==> config.mk <==
export PLATFORM = sky130hd
export DESIGN_NAME = tpumac_cell_p
export DESIGN_NICKNAME = d
export VERILOG_FILES = /design/src/rtl/tpumac_cell_p.sv
export SDC_FILE = /design/constraint.sdc
export NUM_CORES = 1
export LEC_CHECK = 0
export CORE_MARGIN = 5
export CORE_UTILIZATION = 30
export CTS_BUF_LIST = sky130_fd_sc_hd__clkbuf_8
export DETAILED_ROUTE_END_ITERATION = 8
export GPL_TIMING_DRIVEN = 1
export PLACE_DENSITY = 0.5
export RECOVER_POWER = 100
export SETUP_SLACK_MARGIN = 0.02
export SLEW_MARGIN = 5
export SYNTH_ARGS = -nofsm -noshare
export SYNTH_HDL_FRONTEND = slang
export SYNTH_SLANG_ARGS = --single-unit
==> constraint.sdc <==
create_clock -name clk -period 15.78 [get_ports clk]
set_input_delay 1.578 -clock clk [delete_from_list [all_inputs] [get_ports clk]]
set_output_delay 1.578 -clock clk [all_outputs]
set_load 0.02 [all_outputs]
==> src/rtl/tpumac_cell_p.sv <==
// tpumac_cell_p: parametrised systolic multiply-accumulate processing element.
//   Forwards A east and B south after one cycle and accumulates signed A*B into
//   a BITS_C accumulator with selectable saturate/wrap and a sticky overflow flag.
//   Optional multiplier pipeline register (MUL_PIPE=1) adds one cycle of latency.
// Ports:
//   clk, rst       clock and synchronous active-high reset
//   en             advance enable (forwarding, product stage, accumulate)
//   WrEn           parallel load of Cin into the accumulator, clears ovf
//   sat            1: saturate on overflow, 0: two's-complement wrap
//   Ain, Bin       signed operands (BITS_AB)
//   Cin            signed accumulator load value (BITS_C)
//   Aout, Bout     registered operands to east/south neighbours
//   Cout           accumulator value
//   ovf            sticky overflow flag
module tpumac_cell_p #(
  parameter int unsigned BITS_AB  = 8,
  parameter int unsigned BITS_C   = 16,
  parameter int unsigned MUL_PIPE = 0
) (
  input  logic               clk,
  input  logic               rst,
  input  logic               en,
  input  logic               WrEn,
  input  logic               sat,
  input  logic [BITS_AB-1:0] Ain,
  input  logic [BITS_AB-1:0] Bin,
  input  logic [BITS_C-1:0]  Cin,
  output logic [BITS_AB-1:0] Aout,
  output logic [BITS_AB-1:0] Bout,
  output logic [BITS_C-1:0]  Cout,
  output logic               ovf
);

  localparam int unsigned W_P = 2 * BITS_AB;
  localparam int unsigned W_S = BITS_C + 1;
  localparam logic [BITS_C-1:0] C_MAX = {1'b0, {(BITS_C-1){1'b1}}};
  localparam logic [BITS_C-1:0] C_MIN = {1'b1, {(BITS_C-1){1'b0}}};

  // The full product must fit in the accumulator width.
  if (BITS_C < W_P) begin : g_width_check
    $error("tpumac_cell_p: BITS_C must be >= 2*BITS_AB");
  end

  logic signed [BITS_C-1:0] acc;
  logic signed [W_P-1:0]    prod_c;
  logic signed [W_P-1:0]    addend_c;
  logic                     add_en_c;
  logic signed [W_S-1:0]    sum_c;
  logic                     sum_ovf_c;
  logic [BITS_C-1:0]        acc_next_c;

  // Full-width signed product of the current operands.
  assign prod_c = W_P'($signed(Ain)) * W_P'($signed(Bin));

  if (MUL_PIPE != 0) begin : g_pipe
    logic signed [W_P-1:0] preg;
    logic                  pvalid;

    // Product register; a load discards whatever product is in flight.
    always_ff @(posedge clk) begin
      if (rst) begin
        preg   <= '0;
        pvalid <= 1'b0;
      end else begin
        if (en) preg <= prod_c;
        if (WrEn)    pvalid <= 1'b0;
        else if (en) pvalid <= 1'b1;
      end
    end

    assign addend_c = preg;
    assign add_en_c = en & pvalid;
  end else begin : g_nopipe
    assign addend_c = prod_c;
    assign add_en_c = en;
  end

  // One extra bit of headroom: overflow shows as disagreement of the top two bits.
  assign sum_c     = W_S'(acc) + W_S'(addend_c);
  assign sum_ovf_c = sum_c[W_S-1] ^ sum_c[W_S-2];

  always_comb begin
    acc_next_c = sum_c[BITS_C-1:0];
    if (sum_ovf_c && sat) begin
      acc_next_c = sum_c[W_S-1] ? C_MIN : C_MAX;
    end
  end

  // Operand forwarding, accumulator and sticky overflow.
  always_ff @(posedge clk) begin
    if (rst) begin
      Aout <= '0;
      Bout <= '0;
      acc  <= '0;
      ovf  <= 1'b0;
    end else begin
      if (en) begin
        Aout <= Ain;
        Bout <= Bin;
      end
      if (WrEn) begin
        acc <= $signed(Cin);
        ovf <= 1'b0;
      end else if (add_en_c) begin
        acc <= $signed(acc_next_c);
        if (sum_ovf_c) ovf <= 1'b1;
      end
    end
  end

  assign Cout = acc;

endmodule

==> flow_metrics.tcl, run 1 <==
set metrics [dict create \
    grt_max_degree 42 \
    netlist.top_cell.by_area "fa_1" \
    cts_max_path_buffers 2 \
    synth_common_cells "inv_1 (92), fa_1 (76), nor2_1 (47)" \
    cp-end-kind "register" \
    synth_nets 705 \
    min_period_ns 8.869 \
    cts_setup_buffers 0 \
    antenna_found_initial 0 \
    final_hold_viol_count 0 \
    start_util_pct 30.24 \
    ioPinCount 70 \
    fp-row-count 47 \
    wirelength_mm 12.83 \
    startpoint_type "primary input" \
    grt_setup_unrepaired "no" \
    clock_tree.root_cell "clkbuf_8" \
    clock_skew_ns 0.003214 \
    slew_headroom_pct -56.99 \
    crit_path_top_delay_cell "xnor2_1" \
    ys_seq_area_share_pct 13.31 \
    grt_pass1_vias 4097 \
    place_congestion 0.8237 \
    dieArea_um2 19210 \
    cpPeakStageDelay_ns 1.19 \
    yosysMostFrequentCell "inv_1" \
    synth_area_leaders "fa_1 (31%), dfxtp_1 (13%), ha_1 (9.8%)" \
    synth_cells 553 \
    track_usage_pct 13.79 \
    violations "capacitance limit, slew limit" \
    async_flop_share_pct 0 \
    first_iter_violations 265 \
    setup_tns_ns 0 \
    ys.flop_type "dfxtp_1" \
    setup_viol 0 \
    drtPass1Iterations 5 \
    postCtsResizedCells 0 \
    syn_to_final_growth_pct 17.95 \
    nNetsFinal 752 \
    achievable-frequency_mhz 112.8 \
    clock-sinks 33 \
    holdWs_ns 0.4870 \
    insertion_delay_ns 0.29 \
    vias 3903 \
    yosysWarnings 0 \
    drt-wirelength-per-cell_um 15.62 \
    critPathMostFrequentCell "fa_1" \
    synth_top_cell_area_share_pct 30.66 \
    period_share_pct 56.20 \
    worstPathMaxFanout 19 \
    die_h_um 138.6 \
    status "finished with violations" \
    crit_required_ns 15.98 \
    core_area_um2 16410 \
    path_cells "dlygate4sd3_1 -> and2_0 -> inv_1 -> fa_1 -> inv_1 -> fa_1 -> fa_1 -> fa_1 -> fa_1 -> ha_1 -> o21a_1 -> a21oi_1 -> a21o_4 -> o21ai_0 -> xnor2_1 -> a21oi_1 -> a211oi_1" \
    h-tree-depth 2 \
    drive_above_1_share_pct 3.328 \
    ys_ff_latch 33 \
    min_path_type "reg -> reg" \
    grt_pass1_wl_mm 21.69 \
    worstMarginPinSlew_ns 2.355 \
    dp_cells 813 \
    holdBufCountCts 0 \
    via_per_inst 4.754 \
    cap_violations 2 \
    synth-edff-count 0 \
    drc 0 \
    die_w_um 138.6 \
    ant_nets 0 \
    portBuffers 69 \
    avgSynthCellArea_um2 8.973 \
    worstSetupPathType "in -> reg" \
    finalMaxSlewViolations 62 \
    syn_area_um2 4962 \
    worst_ep_arrival_time_ns 9.07 \
    instances_no_fill 821 \
    dp_hpwl_mm 10.58 \
    path_clk_slew_ns 0.07 \
    yosys.cell_types.count 60 \
    r2r_slack_ns 9.22 \
    cts_made_buffers 5 \
    antenna_cells 0 \
    cts_tree "yes" \
    gr-total-overflow 0 \
]
## cell type report
cell class,instances,area [µm²]
Timing Repair Buffer,71,699.4
Clock inverter,2,33.78
Clock buffer,6,82.58
Inverter,93,349.1
Multi-Input combinational cell,396,3752
Fill cell,1697,10550
Sequential cell,33,660.6
Tap cell,220,275.3
## layout by cell type (no fill, tap or decap), types with 5 or more instances in the layout
cell type,count
inv_1,93
xnor2_1,12
dlygate4sd3_1,34
nand2_1,41
nor2_1,47
clkdlybuf4s50_1,34
and2_1,31
fa_1,76
mux2i_1,18
dfxtp_1,33
clkbuf_8,6
nor3b_1,6
nor3_1,5
o21ai_0,6
o31ai_1,11
ha_1,39
a21oi_1,26
a211oi_1,25
a21o_1,6
## path summary, 6_finish.rpt
check,startpoint,end,depth (start not counted)
min,Aout[2],Aout[2],2
min reg2reg,Aout[2],Aout[2],2
max reg2reg,Cout[4],Cout[12],18
max,Bin[0],Cout[12],17
## sequential cells by signal, indices dropped and copies added, names as in the netlist
signal  flops
ovf         1
Aout        8
Bout        8
Cout       16
## logic make-up (layout without fill, tap and decap cells)
family | after synthesis | count (layout) | share of synthesized area, %
compound gates | 102 | 102 | 15.23
buf+inv | 124 | 172 | 10.31
fa+ha+maj | 115 | 115 | 40.49
mux | 18 | 18 | 3.631
simple gates | 147 | 147 | 14.17
xor+xnor | 14 | 14 | 2.849
flops | 33 | 33 | 13.31
## metal layers
layer	GRT usage, %	share of wire [%]	up-vias
met1	18.22	43	1913
met3	2.000	4.4	9
li1	-	-	1891
met2	23.95	51	90
met4	3.296	1.4	0
met5	0	0	-
## worst max-delay path, delay by kind of cell
kind	cells	cell delay, ns
AOI/OAI and AO/OA	6	1.79
xor gates and xnor gates	1	1.19
adders and majority gates	6	2.82
buffers and inverters	3	1.00
and+or+nand+nor	1	0.66
## metrics by stage
| stage | cell area (µm²) | setup slack (ns) | util, % |
|---|---|---|---|
| after global routing | 5853 | 6.247 | 35.67 |
| after floorplan | 4962 | 9.118 | - |
| after detailed placement | 5776 | 8.074 | 35.20 |
| after global placement | 5776 | 8.230 | 35.20 |
| after CTS | 5892 | 8.391 | 35.91 |
| final | 5853 | 6.911 | 35.67 |
Power of run 1 is not shown: default switching activity piles up to over one toggle a cycle in this logic, so the estimate is an artifact.
==> run 2: changes to the inputs <==
PLACE_DENSITY = 0.52   (was 0.5)
clock period = 7.2 ns   (was 15.78 ns; I/O delays follow)
==> flow_metrics.tcl, run 2 (synthesized netlist as in run 1, its figures left out) <==
set metrics [dict create \
    min_period_ns 6.675 \
    dp_hpwl_mm 10.77 \
    worst_slack_ns 0.5255 \
    core_area_um2 16410 \
    worst_ep_arrival_time_ns 6.88 \
    ant_nets 0 \
    dp_cells 818 \
    drt-wirelength-per-cell_um 15.82 \
    cp_num_buf_inv 3 \
    nNetsFinal 757 \
    path_cells "dlygate4sd3_1 -> and2_1 -> inv_1 -> fa_1 -> inv_1 -> fa_1 -> fa_1 -> fa_1 -> fa_1 -> ha_1 -> o21a_1 -> a21oi_1 -> a21o_4 -> o21ai_4 -> xnor2_4 -> a21oi_2 -> a211oi_1" \
    mostFrequentLayoutCell "inv_1" \
    violations "capacitance limit, slew limit" \
    via_per_inst 4.748 \
    crit_required_ns 7.41 \
    clock-sinks 33 \
    grt_pass1_wl_mm 21.59 \
    track_usage_pct 13.84 \
    first_iter_violations 264 \
    min_path_type "reg -> reg" \
    cts_max_path_buffers 2 \
    h-tree-depth 2 \
    place_ws_ns 0.3728 \
    wirelength_mm 13.07 \
    slew_headroom_pct -55.39 \
    fp-row-count 47 \
    worstMarginPinSlew_ns 2.331 \
    critPathMostFrequentCell "fa_1" \
    cp-end-kind "register" \
    cts_made_buffers 5 \
    antenna_found_initial 0 \
    gr-total-overflow 0 \
    postCtsResizedCells 0 \
    r2r_end "Cout[12]" \
    r2r_slack_ns 1.75 \
    drtPass1Iterations 4 \
    worstPathMaxFanout 19 \
    cp_top_family "adder cells" \
    grt_max_degree 42 \
    instances_no_fill 826 \
    dieArea_um2 19210 \
    crit_path_top_delay_cell "dlygate4sd3_1" \
    hp-start "Bout[4]" \
    final_util_pct 36.11 \
    path_clk_slew_ns 0.08 \
    period_share_pct 92.70 \
    drc 0 \
    portBuffers 69 \
    setup_tns_ns 0 \
    cts_tree "yes" \
    drive_above_1_share_pct 4.620 \
    place_congestion 0.8261 \
    start_util_pct 30.24 \
    syn_to_final_growth_pct 19.39 \
    cpPeakStageDelay_ns 0.74 \
    cts_setup_buffers 0 \
    worstSetupPathType "in -> reg" \
    final_hold_viol_count 0 \
    largest_reg_flops 16 \
    finalMaxSlewViolations 42 \
    cap_violations 1 \
    insertion_delay_ns 0.30 \
    holdBufCountCts 0 \
    antenna_cells 0 \
    whs_endpoint "Bout[4]" \
    multi_input_area_um2 3786 \
    die_w_um 138.6 \
    grt_setup_unrepaired "no" \
    worstReg2RegStart "Cout[4]" \
    achievable-frequency_mhz 149.8 \
    startpoint_type "primary input" \
    grt_pass1_vias 4110 \
    layout_common_cells "inv_1 (93), fa_1 (76), nor2_1 (47)" \
    clock_tree.root_cell "clkbuf_8" \
    die_h_um 138.6 \
    ioPinCount 70 \
    vias 3922 \
    r2r_cells 18 \
    clock_skew_ns 0.009535 \
    setup_viol 0 \
    num-fill-cells 1674 \
    status "finished with violations" \
    worstHoldPathCells 2 \
    regArea_um2 660.6 \
]
[run 2: tightest hold or removal path, stage by stage, from the launching register on]
cell	delay [ns]
dfxtp_1	0.33
mux2i_1	0.06
nor2_1	0.07
[run 2: per-layer routing]
| layer | vias up | global-route usage (%) | part of all wire (%) |
|---|---|---|---|
| li1 | 1901 | - | - |
| met5 | - | 0 | 0 |
| met1 | 1947 | 17.50 | 44 |
| met2 | 63 | 24.72 | 51 |
| met3 | 11 | 1.793 | 3.5 |
| met4 | 0 | 4.068 | 2.0 |
[run 2: cell type report]
class	count	share of cell area [%]
Sequential cell	33	11.15
Multi-Input combinational cell	396	63.91
Clock buffer	6	1.394
Timing Repair Buffer	76	12.44
Clock inverter	2	0.5702
Inverter	93	5.892
Tap cell	220	4.646
[run 2: worst max-delay path by stage]
stage          startpoint       end  slack (ns)  cells past startpoint
2_1_floorplan      Bin[0]  Cout[15]        1.40                     18
3_3_place_gp       Bin[0]   Cout[3]        0.53                     17
3_5_place_dp       Bin[0]  Cout[12]        0.37                     17
4_1_cts            Bin[0]  Cout[12]        0.69                     17
5_1_grt            Bin[0]   Cout[1]        0.17                     17
6_report           Bin[0]  Cout[12]        0.53                     17
[run 2: through the flow]
stage | cell area [µm²] | hold WS (ns)
6_report | 5924 | 0.4935
5_1_grt | 5924 | 0.5173
4_1_cts | 5929 | 0.5024
3_5_place_dp | 5813 | 0.4816
3_3_place_gp | 5813 | 0.4718
2_1_floorplan | 4962 | 0.5833
Power of run 2 is left out for the same reason.
==> run 3: changes to the inputs <==
CELL_PAD_IN_SITES_DETAIL_PLACEMENT = 0   (was not set)
CELL_PAD_IN_SITES_GLOBAL_PLACEMENT = 2   (was not set)
PLACE_DENSITY = 0.76   (was 0.52)
==> flow_metrics.tcl, run 3 (synthesized netlist as in run 1, its figures left out) <==
set metrics [dict create \
    status "finished with violations" \
    violations "capacitance limit, slew limit" \
    mostFrequentLayoutCell "inv_1" \
    cap_violations 1 \
    drc 0 \
    drive_above_1_share_pct 4.470 \
    via_per_inst 4.621 \
    achievable-frequency_mhz 153.5 \
    worstHoldPathCells 2 \
    dp_hpwl_mm 10.83 \
    cts_setup_buffers 0 \
    portBuffers 69 \
    worstReg2RegStart "Cout[4]" \
    clock_skew_ns 0.006503 \
    cts_made_buffers 5 \
    worstPathMaxFanout 19 \
    vias 3808 \
    largest_reg_flops 16 \
    antenna_found_initial 0 \
    layout_common_cells "inv_1 (93), fa_1 (76), nor2_1 (47)" \
    gr-total-overflow 0 \
    wirelength_mm 13.17 \
    worstSetupPathType "in -> reg" \
    worst_slack_ns 0.6842 \
    dieArea_um2 19210 \
    syn_to_final_growth_pct 19.16 \
    drt-wirelength-per-cell_um 15.98 \
    place_ws_ns 0.4201 \
    ant_nets 0 \
    track_usage_pct 14.36 \
    ioPinCount 70 \
    crit_path_top_delay_cell "dlygate4sd3_1" \
    cpPeakStageDelay_ns 0.69 \
    final_hold_viol_count 0 \
    grt_setup_unrepaired "no" \
    nNetsFinal 755 \
    cp-end-kind "register" \
    clock-sinks 33 \
    startpoint_type "primary input" \
    postCtsResizedCells 0 \
    fp-row-count 47 \
    die_w_um 138.6 \
    worst_ep_arrival_time_ns 6.74 \
    finalMaxSlewViolations 42 \
    core_area_um2 16410 \
    crit_required_ns 7.42 \
    holdBufCountCts 0 \
    cts_max_path_buffers 2 \
    start_util_pct 30.24 \
    grt_pass1_vias 4044 \
    r2r_slack_ns 1.82 \
    min_path_type "reg -> reg" \
    multi_input_area_um2 3790 \
    h-tree-depth 2 \
    critPathMostFrequentCell "fa_1" \
    r2r_cells 18 \
    regArea_um2 660.6 \
    cts_tree "yes" \
    hp-start "Aout[2]" \
    drtPass1Iterations 4 \
    path_cells "dlygate4sd3_1 -> and2_1 -> inv_1 -> fa_1 -> inv_1 -> fa_1 -> fa_1 -> fa_1 -> fa_1 -> ha_1 -> o21a_1 -> a21oi_2 -> a21o_4 -> o21ai_4 -> xnor2_4 -> a21oi_2 -> a211oi_1" \
    num-fill-cells 1692 \
    min_period_ns 6.516 \
    grt_max_degree 42 \
    die_h_um 138.6 \
    setup_tns_ns 0 \
    insertion_delay_ns 0.31 \
    clock_tree.root_cell "clkbuf_8" \
    first_iter_violations 116 \
    r2r_end "Cout[8]" \
    setup_viol 0 \
    path_clk_slew_ns 0.08 \
    place_congestion 0.8267 \
    grt_pass1_wl_mm 22.20 \
    period_share_pct 90.50 \
    whs_endpoint "Aout[2]" \
    worstMarginPinSlew_ns 2.462 \
    slew_headroom_pct -64.15 \
    antenna_cells 0 \
]
## run 3: critical path: cells and delay by family
kind                     cells  cell delay, ns
adder cells (fa/ha/maj)      6            2.79
AO/OA/AOI/OAI                6            1.29
buffers and inverters        3            0.92
XOR/XNOR                     1            0.52
AND/OR/NAND/NOR              1            0.50
## run 3: final cells by class
class	instances	share of cell area (%)
multi-input combinational	396	64.09
timing repair buffer	74	12.21
sequential	33	11.17
inverter	93	5.904
tap	220	4.655
clock buffer	6	1.397
clock inverter	2	0.5713
## run 3: worst max path at each step
stage	cells after the start	from	endpoint
2_1_floorplan	18	Bin[0]	Cout[15]
3_3_place_gp	17	Ain[7]	Cout[3]
3_5_place_dp	17	Ain[7]	Cout[1]
4_1_cts	17	Ain[7]	Cout[1]
5_1_grt	17	Ain[7]	Cout[8]
6_report	17	Ain[7]	Cout[8]
## run 3: routing by layer
layer | vias to the layer above | wire (µm) | part of all wire (%) | track usage [%]
met2 | 58 | 6596 | 50 | 24.54
met5 | - | 0 | 0 | 0
met3 | 6 | 373 | 2.8 | 2.172
li1 | 1894 | - | - | -
met4 | 0 | 144 | 1.1 | 3.399
met1 | 1850 | 6051 | 46 | 19.25
## run 3: stage by stage
step	util (%)	instance area, µm²	cells	hold WS, ns
2_1_floorplan	-	4962	553	0.5833
3_3_place_gp	35.34	5798	816	0.4718
3_5_place_dp	35.34	5798	816	0.4855
4_1_cts	36.05	5914	824	0.5034
5_1_grt	36.04	5913	824	0.5278
6_report	36.04	5913	824	0.4900
Power of run 3 is left out for the same reason.
